$ cat src/rtl/usb_bus_ctrl.sv
`default_nettype none
// ============================================================================
// Module   : usb_bus_ctrl
// Purpose  : CPU memory-bus slave that turns 32-bit accesses into one or two
//            timed 16-bit cycles on the USB host chip's async parallel bus,
//            and sequences the chip reset. Build option USB_IRQ_SYNC_EN adds
//            a 2-flop synchronizer for the chip interrupt (irq tied 0 otherwise).
// Revision : 1.0 - initial release
// ============================================================================
module usb_bus_ctrl #(
  parameter int SETUP_CYCLES    = 1,
  parameter int STROBE_CYCLES   = 3,
  parameter int HOLD_CYCLES     = 1,
  parameter int RECOVERY_CYCLES = 2,
  parameter int RESET_CYCLES    = 100
) (
  input  logic        clk,
  input  logic        reset_,
  input  logic        mem_cmd_sel,
  input  logic        mem_cmd_valid,
  output logic        mem_cmd_ready,
  input  logic        mem_cmd_wr,
  input  logic [17:0] mem_cmd_addr,
  input  logic [31:0] mem_cmd_wdata,
  input  logic [3:0]  mem_cmd_be,
  output logic        mem_rsp_ready,
  output logic [31:0] mem_rsp_rdata,
  output logic        usb_reset_,
  output logic        usb_cs_,
  output logic        usb_rd_,
  output logic        usb_wr_,
  output logic [16:0] usb_a,
  output logic        usb_d_oe,
  output logic [15:0] usb_d_out,
  input  logic [15:0] usb_d_in,
  input  logic        usb_irq,
  output logic        irq
);

  typedef enum logic [2:0] {
    RST_HOLD = 3'd0,
    IDLE     = 3'd1,
    SETUP    = 3'd2,
    STROBE   = 3'd3,
    HOLD     = 3'd4,
    RECOVER  = 3'd5
  } state_t;

  localparam logic [15:0] C_SETUP_LD   = 16'(SETUP_CYCLES - 1);
  localparam logic [15:0] C_STROBE_LD  = 16'(STROBE_CYCLES - 1);
  localparam logic [15:0] C_HOLD_LD    = 16'(HOLD_CYCLES - 1);
  localparam logic [15:0] C_RECOVER_LD = 16'(RECOVERY_CYCLES - 1);
  localparam logic [15:0] C_RESET_LD   = 16'(RESET_CYCLES - 1);

  state_t      r_state;
  logic [15:0] r_cnt;
  logic        r_wr;
  logic        r_half;
  logic        r_pending;
  logic [15:0] r_wdata_hi;
  logic [15:0] r_rd_lo;
  logic [15:0] r_rd_hi;

  logic w_accept;
  logic w_lo_en;
  logic w_hi_en;
  logic w_unused;

  assign w_accept = (r_state == IDLE) && mem_cmd_ready && mem_cmd_valid && mem_cmd_sel;
  // Reads always take both halves; writes skip a half whose byte enables are all clear.
  assign w_lo_en  = !mem_cmd_wr || (mem_cmd_be[1:0] != 2'b00);
  assign w_hi_en  = !mem_cmd_wr || (mem_cmd_be[3:2] != 2'b00);

  always_ff @(posedge clk or negedge reset_) begin
    if (!reset_) begin
      r_state       <= RST_HOLD;
      r_cnt         <= C_RESET_LD;
      r_wr          <= 1'b0;
      r_half        <= 1'b0;
      r_pending     <= 1'b0;
      r_wdata_hi    <= 16'd0;
      r_rd_lo       <= 16'd0;
      r_rd_hi       <= 16'd0;
      mem_cmd_ready <= 1'b0;
      mem_rsp_ready <= 1'b0;
      mem_rsp_rdata <= 32'd0;
      usb_reset_    <= 1'b0;
      usb_cs_       <= 1'b1;
      usb_rd_       <= 1'b1;
      usb_wr_       <= 1'b1;
      usb_a         <= 17'd0;
      usb_d_oe      <= 1'b0;
      usb_d_out     <= 16'd0;
    end else begin
      mem_rsp_ready <= 1'b0;
      case (r_state)
        RST_HOLD: begin
          if (r_cnt == 16'd0) begin
            r_state       <= IDLE;
            usb_reset_    <= 1'b1;
            mem_cmd_ready <= 1'b1;
          end else begin
            r_cnt <= r_cnt - 16'd1;
          end
        end
        IDLE: begin
          if (w_accept) begin
            mem_cmd_ready <= 1'b0;
            r_wr          <= mem_cmd_wr;
            r_wdata_hi    <= mem_cmd_wdata[31:16];
            // A write with no enabled bytes stays here; ready comes back next cycle.
            if (w_lo_en || w_hi_en) begin
              r_state   <= SETUP;
              r_cnt     <= C_SETUP_LD;
              r_half    <= !w_lo_en;
              r_pending <= w_lo_en && w_hi_en;
              usb_cs_   <= 1'b0;
              usb_a     <= {mem_cmd_addr[17:2], !w_lo_en};
              usb_d_oe  <= mem_cmd_wr;
              usb_d_out <= w_lo_en ? mem_cmd_wdata[15:0] : mem_cmd_wdata[31:16];
            end
          end else begin
            mem_cmd_ready <= 1'b1;
          end
        end
        SETUP: begin
          if (r_cnt == 16'd0) begin
            r_state <= STROBE;
            r_cnt   <= C_STROBE_LD;
            usb_rd_ <= r_wr;
            usb_wr_ <= !r_wr;
          end else begin
            r_cnt <= r_cnt - 16'd1;
          end
        end
        STROBE: begin
          if (r_cnt == 16'd0) begin
            r_state <= HOLD;
            r_cnt   <= C_HOLD_LD;
            usb_rd_ <= 1'b1;
            usb_wr_ <= 1'b1;
            if (!r_wr) begin
              if (r_half) r_rd_hi <= usb_d_in;
              else        r_rd_lo <= usb_d_in;
            end
          end else begin
            r_cnt <= r_cnt - 16'd1;
          end
        end
        HOLD: begin
          if (r_cnt == 16'd0) begin
            if (r_pending) begin
              r_state   <= SETUP;
              r_cnt     <= C_SETUP_LD;
              r_half    <= 1'b1;
              r_pending <= 1'b0;
              usb_a[0]  <= 1'b1;
              usb_d_out <= r_wdata_hi;
            end else begin
              r_state  <= RECOVER;
              r_cnt    <= C_RECOVER_LD;
              usb_cs_  <= 1'b1;
              usb_d_oe <= 1'b0;
              if (!r_wr) begin
                mem_rsp_ready <= 1'b1;
                mem_rsp_rdata <= {r_rd_hi, r_rd_lo};
              end
            end
          end else begin
            r_cnt <= r_cnt - 16'd1;
          end
        end
        RECOVER: begin
          if (r_cnt == 16'd0) begin
            r_state       <= IDLE;
            r_cnt         <= 16'd0;
            mem_cmd_ready <= 1'b1;
          end else begin
            r_cnt <= r_cnt - 16'd1;
          end
        end
        default: begin
          r_state <= RST_HOLD;
          r_cnt   <= C_RESET_LD;
        end
      endcase
    end
  end

`ifdef USB_IRQ_SYNC_EN
  logic r_irq_meta;

  always_ff @(posedge clk or negedge reset_) begin
    if (!reset_) begin
      r_irq_meta <= 1'b0;
      irq        <= 1'b0;
    end else begin
      r_irq_meta <= usb_irq;
      irq        <= r_irq_meta && (r_state != RST_HOLD);
    end
  end

  assign w_unused = ^mem_cmd_addr[1:0];
`else
  assign irq      = 1'b0;
  assign w_unused = ^{mem_cmd_addr[1:0], usb_irq};
`endif

endmodule
`default_nettype wire

$ cat config.mk
export PLATFORM = sky130hd
export DESIGN_NAME = usb_bus_ctrl
export DESIGN_NICKNAME = d
export VERILOG_FILES = /design/src/rtl/usb_bus_ctrl.sv
export SDC_FILE = /design/constraint.sdc
export NUM_CORES = 1
export LEC_CHECK = 0
export CAP_MARGIN = 15
export CORE_UTILIZATION = 54
export CTS_CLUSTER_SIZE = 28
export DETAILED_ROUTE_END_ITERATION = 7
export GPL_TIMING_DRIVEN = 1
export PLACE_DENSITY = 0.85
export SYNTH_ARGS = -nofsm -noshare
export SYNTH_HDL_FRONTEND = slang
export SYNTH_SLANG_ARGS = --single-unit
$ cat constraint.sdc
create_clock -name clk -period 5.95 [get_ports clk]
set_input_delay 1.19 -clock clk [delete_from_list [all_inputs] [get_ports clk]]
set_output_delay 1.19 -clock clk [all_outputs]
set_load 0.01 [all_outputs]
==> results.toml <==
[setup_path]
r2r_cells = 6
cp-end-kind = "flop"
r2r-start = "r_state[0]$_DFFE_PN0P_"
crit_chain = "clkdlybuf4s50_1, nor2_1, nand3_1, nand2_1, o41ai_4, buf_6, mux2_1"
startpoint_type = "primary input"
critPathKind = "in -> reg"
cp.buffers_inverters = 2
crit_path_max_incr_delay_ns = 0.64
arrival_ns = 3.58
required_ns = 6.24
critPathTopFamily = "simple AND/OR/NAND/NOR gates"
worstPathMaxFanout = 19
r2r-end = "usb_d_out[8]$_DFFE_PN0P_"
reg2reg_slack_ns = 2.87
critPathSlowestCell = "nand2_1"

[sta]
grt_setup_unrepaired = "false"
finalCritPeriodShare_pct = 55.13
max_slew_margin_pct = 23.13
max_freq_ghz = 0.3049
timing.final.ws_setup_ns = 2.670
hold_violations = 0
period_needed_ns = 3.280
setup_violations = 0
finClkSkew_ns = 0.005481
finalMaxSlewViolations = 0
fin_setup_tns_ns = 0
tightest_slew_ns = 1.149

[synth]
synth_edf_count = 0
yosys_warnings = 0
synth.avg_cell_area_um2 = 12.88
ys.flop_type = "dfrtp_1"
synthesis.area_um2 = 6361
synthArstFlopShare_pct = 100.0
synth_seq_cells = 141
seq_area_frac_synth_pct = 55.61
syn_nets = 571
synth.distinct_cells = 56
synthCells = 494

[clock_network]
cts.repair.resized = 0
cts-root-buf = "clkbuf_16"
numCtsBuffers = 17
post_cts.repair.setup_buffers = 0
clockBufferDepth = 2
clock-sinks = 141
cts_tree = "yes"
ctsHoldBuffers = 0
clkTransAtPathRegs_ns = 0.06
insertion_delay_ns = 0.41
htree_levels = 4

[worst_hold_path]
min_from = "usb_reset_$_DFFE_PN0P_"
holdPathStages = 1
worstHoldPathType = "reg -> reg"
hold_end = "usb_reset_$_DFFE_PN0P_"

[detailed_routing]
drc_errors = 0
wl_per_cell_um = 19.18
first_pass_iters = 5
drt_iter0_drc = 266
drt.antenna.violating_nets = 0
vias_per_cell = 5.826
vias = 4626
drt_wl_total_um = 15230

[grt]
grt_overflow = 0
grt_pass1_wl_um = 25410
grt_pass1_vias = 5139
antenna_found_initial = 0
grt_max_degree = 83
track_usage_pct = 26.26

[place]
finalWeightedCongestion = 0.8679
hpwl_um = 10030
io_buffers = 144
dp_slack_ns = 2.225

[power]
p_int_mw = 1.603
p_clk_share_pct = 48.5
leakage_nw = 3.793
seq_power_share_pct = 47.1
swShare_pct = 21.92
ir_drop_v = 0.0002592
combPwrFrac_pct = 4.4
total_power_mw = 2.053
power_density_nw_per_um2 = 242.0
p_switching_mw = 0.4499

[floorplanning]
fp.dieW_um = 110.5
fp-row-count = 39
start_util_pct = 55.47
coreArea_um2 = 11470
die_h_um = 110.5
io_pins = 149
die_area_um2 = 12220

[final_layout]
multiInputGateArea_um2 = 2678
ff_latch_area_um2 = 3537
post_route_cells_drive_above_1_share_pct = 24.88
diodes = 0
fin_nets = 715
area_growth_pct = 33.34
nFillCells = 731
final_common_cell = "clkdlybuf4s50_1"
most-common-layout-cells = "clkdlybuf4s50_1, dfrtp_1, mux2_2, nand2_1, nor2_1"

[status]
outcome = "completed"

[job]
maxCapViolations = 0
-- per-stage QoR --
step | hold slack [ns] | utilization (%) | std cells | area (um^2)
after floorplan | 0.4585 | - | 494 | 6361
after global placement | 0.4523 | 68.86 | 760 | 7896
after detailed placement | 0.4626 | 68.96 | 761 | 7908
after CTS | 0.4768 | 73.84 | 793 | 8467
after global routing | 0.5132 | 73.97 | 794 | 8482
final | 0.4712 | 73.97 | 794 | 8482
-- cells in the mapped netlist (2+ instances only) --
| cell | number | share of area, % |
|---|---|---|
| a2bb2oi_1 | 2 | 0.28 |
| nand2b_1 | 4 | 0.39 |
| nand4b_1 | 2 | 0.28 |
| or3_1 | 6 | 0.59 |
| o21a_1 | 2 | 0.24 |
| nor4_4 | 3 | 1.0 |
| o211ai_1 | 4 | 0.47 |
| nor3b_1 | 2 | 0.24 |
| dfstp_2 | 7 | 2.9 |
| buf_2 | 9 | 0.71 |
| buf_1 | 2 | 0.12 |
| or4_1 | 10 | 1.2 |
| nand2_1 | 34 | 2.0 |
| o31ai_1 | 8 | 0.94 |
| buf_4 | 3 | 0.35 |
| clkbuf_1 | 10 | 0.59 |
| nand3_1 | 4 | 0.31 |
| dfrtp_1 | 134 | 53 |
| buf_6 | 2 | 0.35 |
| mux2_4 | 10 | 2.4 |
| nand4_1 | 2 | 0.20 |
| nor2b_1 | 2 | 0.20 |
| a211oi_1 | 3 | 0.35 |
| mux2_2 | 93 | 16 |
| nor3_1 | 8 | 0.63 |
| a31oi_1 | 5 | 0.49 |
| nor4_1 | 4 | 0.39 |
| mux2i_1 | 16 | 2.5 |
| o21ai_0 | 22 | 1.7 |
| nor4_2 | 2 | 0.39 |
| mux2_1 | 11 | 1.9 |
| nor2_1 | 24 | 1.4 |
| and2_1 | 3 | 0.30 |
| a21oi_1 | 14 | 1.1 |
| inv_1 | 6 | 0.35 |
-- power groups by stage --
stage | Combinational (mW) | Sequential [mW] | Clock [mW]
floorplan | 0.0170 | 0.984 | 0
global placement | 0.0870 | 0.984 | 0
detailed placement | 0.0904 | 0.985 | 0
CTS | 0.0913 | 0.968 | 1.01
global route | 0.0980 | 0.968 | 1.05
finish | 0.0896 | 0.968 | 0.996
-- registers in the layout (all words and copies together), names as in the netlist, 3 cells and up --
name and count:
usb_a 16, r_rd_lo 16, r_state 3, r_cnt 16, r_rd_hi 16, usb_d_out 16, mem_rsp_rdata 32, r_wdata_hi 16
-- cell families after synthesis --
| group | count (synthesis) | synth area share (%) |
|---|---|---|
| fa+ha+maj | 2 | 0.3540 |
| simple gates | 118 | 10.94 |
| flops | 141 | 55.61 |
| compound gates | 70 | 7.278 |
| other cells | 1 | 0.05895 |
| buf+inv | 32 | 2.478 |
| mux | 130 | 23.29 |
-- how the worst max path moves through the flow --
stage | startpoint | endpoint | slack (ns) | cells past startpoint
after floorplan | mem_cmd_be[1] | usb_d_out[10]$_DFFE_PN0P_ | 3.12 | 7
after global placement | mem_cmd_sel | usb_d_out[1]$_DFFE_PN0P_ | 2.17 | 7
after detailed placement | mem_cmd_be[1] | usb_d_out[7]$_DFFE_PN0P_ | 2.22 | 7
after CTS | mem_cmd_be[1] | usb_d_out[8]$_DFFE_PN0P_ | 2.68 | 7
after global routing | mem_cmd_be[1] | usb_d_out[7]$_DFFE_PN0P_ | 2.52 | 7
final | mem_cmd_be[1] | usb_d_out[8]$_DFFE_PN0P_ | 2.67 | 7
-- routing by layer --
metal	vias to the layer above	global-route usage (%)	share of wire (%)
li1	2094	-	-
met1	2351	29.16	38
met2	153	47.04	54
met3	28	7.684	5.8
met4	0	10.40	2.0
met5	-	0	0
-- layout make-up --
type	count	area share, %
clock buffers	19	5.222
inverters	6	0.2655
flip-flops and latches	141	41.70
multi-input cells	321	31.57
well taps	143	2.109
clock inverters	13	1.372
repair buffers	151	17.76
(Power assumes the default switching activity.)
